$ cat src/rtl/rsa_uart_pkg.sv
// Shared types and defaults for the RSA/UART Avalon bridge.
// Build option RSA_FULL_OUT_EN (used by rsa_uart_bridge) sends every result byte.
package rsa_uart_pkg;

    typedef enum logic [2:0] {
        S_POLL_RX,
        S_READ_RX,
        S_CALC,
        S_POLL_TX,
        S_WRITE_TX
    } state_t;

    typedef enum logic [1:0] {
        PH_N,
        PH_D,
        PH_ENC
    } phase_t;

    localparam int AVM_ADDR_W = 5;
    localparam int AVM_DATA_W = 32;

    localparam int DEF_RX_ADDR     = 0;
    localparam int DEF_TX_ADDR     = 4;
    localparam int DEF_STATUS_ADDR = 8;
    localparam int DEF_TX_OK_BIT   = 6;
    localparam int DEF_RX_OK_BIT   = 7;

    // Operand load order: modulus, exponent, then ciphertext blocks.
    function automatic phase_t next_phase(input phase_t ph);
        case (ph)
            PH_N:    return PH_D;
            default: return PH_ENC;
        endcase
    endfunction

endpackage

$ cat src/rtl/rsa_uart_bridge_if.sv
// Avalon-MM master bus between the bridge and the UART register block.
interface rsa_uart_bridge_if;

    logic [rsa_uart_pkg::AVM_ADDR_W-1:0] avm_address;
    logic                                avm_read;
    logic [rsa_uart_pkg::AVM_DATA_W-1:0] avm_readdata;
    logic                                avm_write;
    logic [rsa_uart_pkg::AVM_DATA_W-1:0] avm_writedata;
    logic                                avm_waitrequest;

    modport master (
        output avm_address, avm_read, avm_write, avm_writedata,
        input  avm_readdata, avm_waitrequest
    );

    modport slave (
        input  avm_address, avm_read, avm_write, avm_writedata,
        output avm_readdata, avm_waitrequest
    );

endinterface

$ cat src/rtl/rsa_uart_bridge_avm_byte_port.sv
// Single-outstanding Avalon byte transfer engine: holds the strobes through
// waitrequest and reports completion with a one-cycle done and the read word.
module avm_byte_port
    import rsa_uart_pkg::*;
#(
    parameter int RESET_ADDR = DEF_STATUS_ADDR
) (
    input  logic                  avm_clk,
    input  logic                  avm_rst,
    rsa_uart_bridge_if.master     avm,
    input  logic                  req,
    input  logic                  req_write,
    input  logic [AVM_ADDR_W-1:0] req_addr,
    input  logic [7:0]            req_byte,
    output logic                  done,
    output logic [AVM_DATA_W-1:0] rdata
);

    logic [AVM_ADDR_W-1:0] address_reg;
    logic                  read_reg;
    logic                  write_reg;
    logic [AVM_DATA_W-1:0] writedata_reg;
    logic                  done_reg;
    logic [AVM_DATA_W-1:0] rdata_reg;

    // Leaves reset with a status read already in flight; a new request is
    // only accepted while idle, so the strobe drops for a cycle after each transfer.
    always_ff @(posedge avm_clk or posedge avm_rst) begin
        if (avm_rst) begin
            address_reg   <= AVM_ADDR_W'(RESET_ADDR);
            read_reg      <= 1'b1;
            write_reg     <= 1'b0;
            writedata_reg <= '0;
            done_reg      <= 1'b0;
            rdata_reg     <= '0;
        end else begin
            done_reg <= 1'b0;
            if (read_reg || write_reg) begin
                if (!avm.avm_waitrequest) begin
                    read_reg  <= 1'b0;
                    write_reg <= 1'b0;
                    done_reg  <= 1'b1;
                    rdata_reg <= avm.avm_readdata;
                end
            end else if (req) begin
                address_reg   <= req_addr;
                read_reg      <= !req_write;
                write_reg     <= req_write;
                writedata_reg <= {{(AVM_DATA_W-8){1'b0}}, req_byte};
            end
        end
    end

    assign avm.avm_address   = address_reg;
    assign avm.avm_read      = read_reg;
    assign avm.avm_write     = write_reg;
    assign avm.avm_writedata = writedata_reg;
    assign done              = done_reg;
    assign rdata             = rdata_reg;

endmodule

$ cat src/rtl/rsa_uart_bridge.sv
// UART-fed modular-exponentiation bridge: loads N, D, then ciphertext blocks,
// runs the core and writes the result back. RSA_FULL_OUT_EN sends all result bytes.
module rsa_uart_bridge
    import rsa_uart_pkg::*;
#(
    parameter int KEY_BITS    = 256,
    parameter int RX_ADDR     = DEF_RX_ADDR,
    parameter int TX_ADDR     = DEF_TX_ADDR,
    parameter int STATUS_ADDR = DEF_STATUS_ADDR,
    parameter int TX_OK_BIT   = DEF_TX_OK_BIT,
    parameter int RX_OK_BIT   = DEF_RX_OK_BIT
) (
    input  logic                avm_clk,
    input  logic                avm_rst,
    rsa_uart_bridge_if.master   avm,
    input  logic                i_rekey,
    output logic                o_core_start,
    output logic [KEY_BITS-1:0] o_core_a,
    output logic [KEY_BITS-1:0] o_core_d,
    output logic [KEY_BITS-1:0] o_core_n,
    input  logic [KEY_BITS-1:0] i_core_result,
    input  logic                i_core_finished,
    output logic                o_busy
);

    localparam int BYTES = KEY_BITS / 8;
    localparam int CNT_W = $clog2(BYTES + 1);
`ifdef RSA_FULL_OUT_EN
    localparam int OUT_BYTES = BYTES;
    localparam int TX_MSB    = KEY_BITS - 1;
`else
    localparam int OUT_BYTES = BYTES - 1;
    localparam int TX_MSB    = KEY_BITS - 9;
`endif
    localparam logic [AVM_ADDR_W-1:0] A_RX     = AVM_ADDR_W'(RX_ADDR);
    localparam logic [AVM_ADDR_W-1:0] A_TX     = AVM_ADDR_W'(TX_ADDR);
    localparam logic [AVM_ADDR_W-1:0] A_STATUS = AVM_ADDR_W'(STATUS_ADDR);

    state_t                state_reg;
    phase_t                phase_reg;
    logic [CNT_W-1:0]      count_reg;
    logic                  rekey_reg;
    logic                  busy_reg;
    logic                  start_reg;
    logic [KEY_BITS-1:0]   n_reg;
    logic [KEY_BITS-1:0]   d_reg;
    logic [KEY_BITS-1:0]   a_reg;
    logic [KEY_BITS-1:0]   result_reg;
    logic                  req_reg;
    logic                  req_write_reg;
    logic [AVM_ADDR_W-1:0] req_addr_reg;
    logic [7:0]            req_byte_reg;

    logic                  port_done;
    logic [AVM_DATA_W-1:0] port_rdata;
    logic [CNT_W-1:0]      count_inc;
    logic [7:0]            rx_byte;
    logic                  rdata_unused;

    assign count_inc    = count_reg + CNT_W'(1);
    assign rx_byte      = port_rdata[7:0];
    assign rdata_unused = ^port_rdata;

    avm_byte_port #(
        .RESET_ADDR (STATUS_ADDR)
    ) u_port (
        .avm_clk   (avm_clk),
        .avm_rst   (avm_rst),
        .avm       (avm),
        .req       (req_reg),
        .req_write (req_write_reg),
        .req_addr  (req_addr_reg),
        .req_byte  (req_byte_reg),
        .done      (port_done),
        .rdata     (port_rdata)
    );

    always_ff @(posedge avm_clk or posedge avm_rst) begin
        if (avm_rst) begin
            state_reg     <= S_POLL_RX;
            phase_reg     <= PH_N;
            count_reg     <= '0;
            rekey_reg     <= 1'b0;
            busy_reg      <= 1'b0;
            start_reg     <= 1'b0;
            n_reg         <= '0;
            d_reg         <= '0;
            a_reg         <= '0;
            result_reg    <= '0;
            req_reg       <= 1'b0;
            req_write_reg <= 1'b0;
            req_addr_reg  <= A_STATUS;
            req_byte_reg  <= '0;
        end else begin
            req_reg   <= 1'b0;
            start_reg <= 1'b0;
            rekey_reg <= rekey_reg | i_rekey;
            case (state_reg)
                S_POLL_RX: begin
                    // Between blocks nothing is half-loaded, so a rekey can take effect at once.
                    if (i_rekey && phase_reg == PH_ENC && count_reg == '0) begin
                        phase_reg <= PH_N;
                        rekey_reg <= 1'b0;
                    end
                    if (port_done) begin
                        req_reg       <= 1'b1;
                        req_write_reg <= 1'b0;
                        if (port_rdata[RX_OK_BIT]) begin
                            state_reg    <= S_READ_RX;
                            req_addr_reg <= A_RX;
                        end else begin
                            req_addr_reg <= A_STATUS;
                        end
                    end
                end
                S_READ_RX: begin
                    if (port_done) begin
                        case (phase_reg)
                            PH_N:    n_reg <= {n_reg[KEY_BITS-9:0], rx_byte};
                            PH_D:    d_reg <= {d_reg[KEY_BITS-9:0], rx_byte};
                            default: begin
                                a_reg    <= {a_reg[KEY_BITS-9:0], rx_byte};
                                busy_reg <= 1'b1;
                            end
                        endcase
                        if (count_inc == CNT_W'(BYTES) && phase_reg == PH_ENC) begin
                            count_reg <= '0;
                            state_reg <= S_CALC;
                            start_reg <= 1'b1;
                        end else begin
                            if (count_inc == CNT_W'(BYTES)) begin
                                count_reg <= '0;
                                phase_reg <= next_phase(phase_reg);
                            end else begin
                                count_reg <= count_inc;
                            end
                            state_reg     <= S_POLL_RX;
                            req_reg       <= 1'b1;
                            req_write_reg <= 1'b0;
                            req_addr_reg  <= A_STATUS;
                        end
                    end
                end
                S_CALC: begin
                    if (i_core_finished) begin
                        result_reg    <= i_core_result;
                        state_reg     <= S_POLL_TX;
                        req_reg       <= 1'b1;
                        req_write_reg <= 1'b0;
                        req_addr_reg  <= A_STATUS;
                    end
                end
                S_POLL_TX: begin
                    if (port_done) begin
                        req_reg <= 1'b1;
                        if (port_rdata[TX_OK_BIT]) begin
                            state_reg     <= S_WRITE_TX;
                            req_write_reg <= 1'b1;
                            req_addr_reg  <= A_TX;
                            req_byte_reg  <= result_reg[TX_MSB -: 8];
                        end else begin
                            req_write_reg <= 1'b0;
                            req_addr_reg  <= A_STATUS;
                        end
                    end
                end
                S_WRITE_TX: begin
                    if (port_done) begin
                        result_reg    <= {result_reg[KEY_BITS-9:0], 8'h00};
                        req_reg       <= 1'b1;
                        req_write_reg <= 1'b0;
                        req_addr_reg  <= A_STATUS;
                        if (count_inc == CNT_W'(OUT_BYTES)) begin
                            count_reg <= '0;
                            busy_reg  <= 1'b0;
                            state_reg <= S_POLL_RX;
                            if (rekey_reg || i_rekey) begin
                                phase_reg <= PH_N;
                                rekey_reg <= 1'b0;
                            end else begin
                                phase_reg <= PH_ENC;
                            end
                        end else begin
                            count_reg <= count_inc;
                            state_reg <= S_POLL_TX;
                        end
                    end
                end
                default: state_reg <= S_POLL_RX;
            endcase
        end
    end

    assign o_core_start = start_reg;
    assign o_core_a     = a_reg;
    assign o_core_d     = d_reg;
    assign o_core_n     = n_reg;
    assign o_busy       = busy_reg;

endmodule
$ cat src/flat_wrapper.sv
// flat-port wrapper written by rule: the top's interface ports become plain ports
module rsa_uart_bridge_flat import rsa_uart_pkg::*;
#(
    parameter int KEY_BITS    = 256,
    parameter int RX_ADDR     = DEF_RX_ADDR,
    parameter int TX_ADDR     = DEF_TX_ADDR,
    parameter int STATUS_ADDR = DEF_STATUS_ADDR,
    parameter int TX_OK_BIT   = DEF_TX_OK_BIT,
    parameter int RX_OK_BIT   = DEF_RX_OK_BIT
)
  (avm_clk, avm_rst, i_rekey, o_core_start, o_core_a, o_core_d, o_core_n, i_core_result, i_core_finished, o_busy, avm_avm_address, avm_avm_read, avm_avm_write, avm_avm_writedata, avm_avm_readdata, avm_avm_waitrequest);
  rsa_uart_bridge_if avm_i ();
  input  logic avm_clk;
  input  logic avm_rst;
  input  logic i_rekey;
  output logic o_core_start;
  output logic [KEY_BITS-1:0] o_core_a;
  output logic [KEY_BITS-1:0] o_core_d;
  output logic [KEY_BITS-1:0] o_core_n;
  input  logic [KEY_BITS-1:0] i_core_result;
  input  logic i_core_finished;
  output logic o_busy;
  output wire logic [$bits(avm_i.avm_address)-1:0] avm_avm_address;
  output wire logic [$bits(avm_i.avm_read)-1:0] avm_avm_read;
  output wire logic [$bits(avm_i.avm_write)-1:0] avm_avm_write;
  output wire logic [$bits(avm_i.avm_writedata)-1:0] avm_avm_writedata;
  input wire logic [$bits(avm_i.avm_readdata)-1:0] avm_avm_readdata;
  input wire logic [$bits(avm_i.avm_waitrequest)-1:0] avm_avm_waitrequest;
  assign avm_avm_address = avm_i.avm_address;
  assign avm_avm_read = avm_i.avm_read;
  assign avm_avm_write = avm_i.avm_write;
  assign avm_avm_writedata = avm_i.avm_writedata;
  assign avm_i.avm_readdata = avm_avm_readdata;
  assign avm_i.avm_waitrequest = avm_avm_waitrequest;
  rsa_uart_bridge #(.KEY_BITS(KEY_BITS), .RX_ADDR(RX_ADDR), .TX_ADDR(TX_ADDR), .STATUS_ADDR(STATUS_ADDR), .TX_OK_BIT(TX_OK_BIT), .RX_OK_BIT(RX_OK_BIT)) u_core (.avm_clk(avm_clk), .avm_rst(avm_rst), .avm(avm_i), .i_rekey(i_rekey), .o_core_start(o_core_start), .o_core_a(o_core_a), .o_core_d(o_core_d), .o_core_n(o_core_n), .i_core_result(i_core_result), .i_core_finished(i_core_finished), .o_busy(o_busy));
endmodule
$ cat config.mk
export PLATFORM = sky130hd
export DESIGN_NAME = rsa_uart_bridge_flat
export DESIGN_NICKNAME = d
export VERILOG_FILES = /design/src/rtl/rsa_uart_pkg.sv /design/src/rtl/rsa_uart_bridge_if.sv /design/src/rtl/rsa_uart_bridge_avm_byte_port.sv /design/src/rtl/rsa_uart_bridge.sv /design/src/flat_wrapper.sv
export SDC_FILE = /design/constraint.sdc
export NUM_CORES = 2
export LEC_CHECK = 0
export CAP_MARGIN = 20
export CORE_AREA = 8 8 425 427
export DETAILED_ROUTE_END_ITERATION = 8
export DIE_AREA = 0 0 433 435
export HOLD_SLACK_MARGIN = 0.08
export PLACE_DENSITY = 0.43
export SYNTH_ARGS = -nofsm -noshare
export SYNTH_HDL_FRONTEND = slang
export SYNTH_SLANG_ARGS = --single-unit
$ cat constraint.sdc
create_clock -name avm_clk -period 45.9 [get_ports avm_clk]
set_input_delay 4.59 -clock avm_clk [delete_from_list [all_inputs] [get_ports avm_clk]]
set_output_delay 4.59 -clock avm_clk [all_outputs]
set_load 0.005 [all_outputs]
==> summary.txt <==
Status
  • Status: complete, no violations

STA
  • Fin. max-slew vios: 0
  • Setup WS post-layout: 37420 ps
  • Tcrit/Tclk final: 0.1848
  • Worst-Margin Slew: 1097 ps
  • Fmax: 0.1179 GHz
  • TNS Setup: 0 ps
  • Final min period: 8481 ps
  • Slew HR: 0.2687
  • RSZ-0062 raised after global routing: false
  • Worst Clk Skew: 19.24 ps
  • Hold WS: 478.8 ps
  • Setup violations, final: 0
  • Hold Vio Cnt, Final: 0

Hold path
  • Worst min path class: flip-flop to flip-flop
  • Worst hold stages: 1

Pwr
  • Internal Power: 1700 uW
  • Reg power frac: 0.445
  • Worst vdd ir: 0.00003457 V
  • Sw Pwr: 558.6 uW
  • Sw frac: 0.2473
  • Clk network pwr share: 0.474
  • Cell area power density: 38.35 nW/um^2
  • Combinational power share: 0.081
  • Leak: 0.02660 uW

Clocking
  • # hold bufs at CTS: 0
  • Clk Latency, worst-skew pair: 770 ps
  • CTS Buf Count: 134
  • CTS HTree Levels: 4
  • Gates resized, CTS repair: 0
  • Setup Buffers After CTS: 0
  • Clock slew at reported path FFs: 60 ps
  • Sink Count: 1063
  • CTS tree: done
  • Clock Path Buffers: 3
  • Clk root buf: clkbuf_16

Layout
  • Final Instance Area: 58900 sq um
  • Nets: 4502
  • Most common cell after layout, fill and taps aside: dfrtp_1
  • Multi-input gate area: 14050 sq um
  • Share of layout cells above drive strength 1: 0.2305
  • Register Area: 26600 sq um
  • Synthesis-to-finish area growth: 41.40%
  • Filler Cells Inserted: 17480
  • Most frequent cells in the layout: dfrtp_1, clkdlybuf4s50_1, mux2_2

Detailed routing
  • Initial DRC Count: 1555
  • Post-DR wirelength/cell: 23.22 um
  • DR vias/cell: 4.295
  • Drt pass-1 iters: 5
  • DRC: 0
  • Final ANT Viol Nets: 0
  • Vias: 28560
  • Post-Route WL: 154.4 mm

Place
  • Placed inst area: 54340 sq um
  • Port buffer count: 1042
  • Detailed Place HPWL: 114.8 mm
  • RePlAce Congestion: 0.8036
  • DP Worst Slack: 36610 ps

Yosys
  • Yosys reg bits: 1063
  • Commonest register cell after synthesis: dfrtp_1
  • Most area-consuming cells after synthesis: dfrtp_1, mux2_2, nand2_1, a31oi_1, nor2_1
  • Synth unique cells: 49
  • Async S/R FF share, synth: 1.000
  • EDFF count, synth: 0
  • Synth Instances: 3192
  • Yosys warns: 0
  • Mean Syn Cell Area: 13.05 sq um
  • Mapped Area: 41660 sq um
  • Register area share after synthesis: 0.6387
  • Top cell type's share of synthesized area: 0.6368
  • Synth area leader: dfrtp_1

Critical path
  • CP endpoint kind: flip-flop
  • CP Data Arrival Time: 9070 ps
  • Reg2reg path depth: 8
  • Crit Path Max Fanout: 109
  • Critical Path RT: 46490 ps
  • Crit path kind: input pin to flip-flop
  • CP startpoint kind: input pin

Floorplan
  • Die H: 435 um
  • # IOs: 1102
  • Die area: 188400 sq um
  • Row cnt: 153
  • Die Wd: 433 um
  • Core area: 173200 sq um
  • Initial Utilization: 0.2404

Global route
  • Total GRT Usage: 0.1585
  • Largest net degree at the start of global routing: 201
  • Number of global-route vias before repair: 29220
  • First-pass GRT wire length: 220.8 mm
  • Initial antenna violation count: 38
  • GRT overflow: 0

Flow run
  • MaxCap Viol Count: 0
==> Yosys cell counts, drive strengths merged (4+ instances only) <==
cell type / number
dfrtp: 1060
a31oi: 241
nand4: 4
mux2: 787
nand2: 529
a21oi: 9
a21o: 4
buf: 161
o21ai: 14
a22o: 9
inv: 11
nand3: 8
clkbuf: 63
nor2: 248
==> power by group through the flow <==
stage | Clock (uW) | Sequential, uW | Combinational [uW]
finish | 1070 | 1010 | 183
global route | 1150 | 1010 | 200
CTS | 1110 | 1010 | 190
detailed placement | 0 | 1030 | 190
global placement | 0 | 1030 | 190
floorplan | 0 | 1000 | 78.2
==> stage by stage <==
step,cells,utilization,power (uW)
floorplan,3218,-,1083
global placement,6393,0.3137,1216
detailed placement,6393,0.3137,1216
CTS,6622,0.3393,2314
global route,6631,0.3397,2358
finish,6649,0.3400,2259
==> layout make-up <==
cell class	count	area share
Sequential cell	1063	0.4517
Antenna cell	25	0.001062
Tap cell	2325	0.04939
Inverter	12	0.0008922
Clock inverter	36	0.009835
Timing Repair Buffer	1076	0.1829
Clock buffer	193	0.06564
Multi-Input combinational cell	1919	0.2386
==> worst max-delay path, stage by stage <==
cell and delay [ps]:
clkdlybuf4s50_1 540, nand2_1 170, a21oi_4 140, buf_4 710
buf_4 750, buf_4 870, buf_4 900, a31oi_1 190
==> logic make-up after synthesis <==
family                   Yosys count  share of synthesized area
adder cells (fa/ha/maj)            3                  0.0009012
flip-flops                      1063                     0.6387
XOR/XNOR                           4                  0.0008412
other                              1                 0.00009002
multiplexers                     788                     0.2130
buffers and inverters            236                    0.02769
AO/OA/AOI/OAI                    292                    0.04448
AND/OR/NAND/NOR                  805                    0.07434
==> worst paths after layout <==
check	slack, ps	start	endpoint
hold reg to reg	480	u_core.req_addr_reg[2]$_DFFE_PP0P_	u_core.req_addr_reg[2]$_DFFE_PP0P_
hold / removal	480	u_core.req_addr_reg[2]$_DFFE_PP0P_	u_core.req_addr_reg[2]$_DFFE_PP0P_
setup reg to reg	40820	u_core.state_reg[2]$_DFFE_PP0P_	u_core.result_reg[193]$_DFFE_PP0P_
setup / recovery	37420	i_core_finished	u_core.result_reg[193]$_DFFE_PP0P_
min in group asynchronous	4410	avm_rst	u_core.o_core_n[192]$_DFFE_PP0P_
max in group asynchronous	38430	avm_rst	u_core.o_core_n[124]$_DFFE_PP0P_
==> layer usage <==
layer / global-route usage / vias to the layer above / wire, um
met5: 0 / - / 132
met4: 0.06113 / 20 / 5541
met3: 0.05524 / 244 / 11620
met2: 0.2707 / 743 / 76660
met1: 0.1819 / 14450 / 60470
li1: - / 13100 / -
Note: power is estimated with default switching activity, not from simulation.
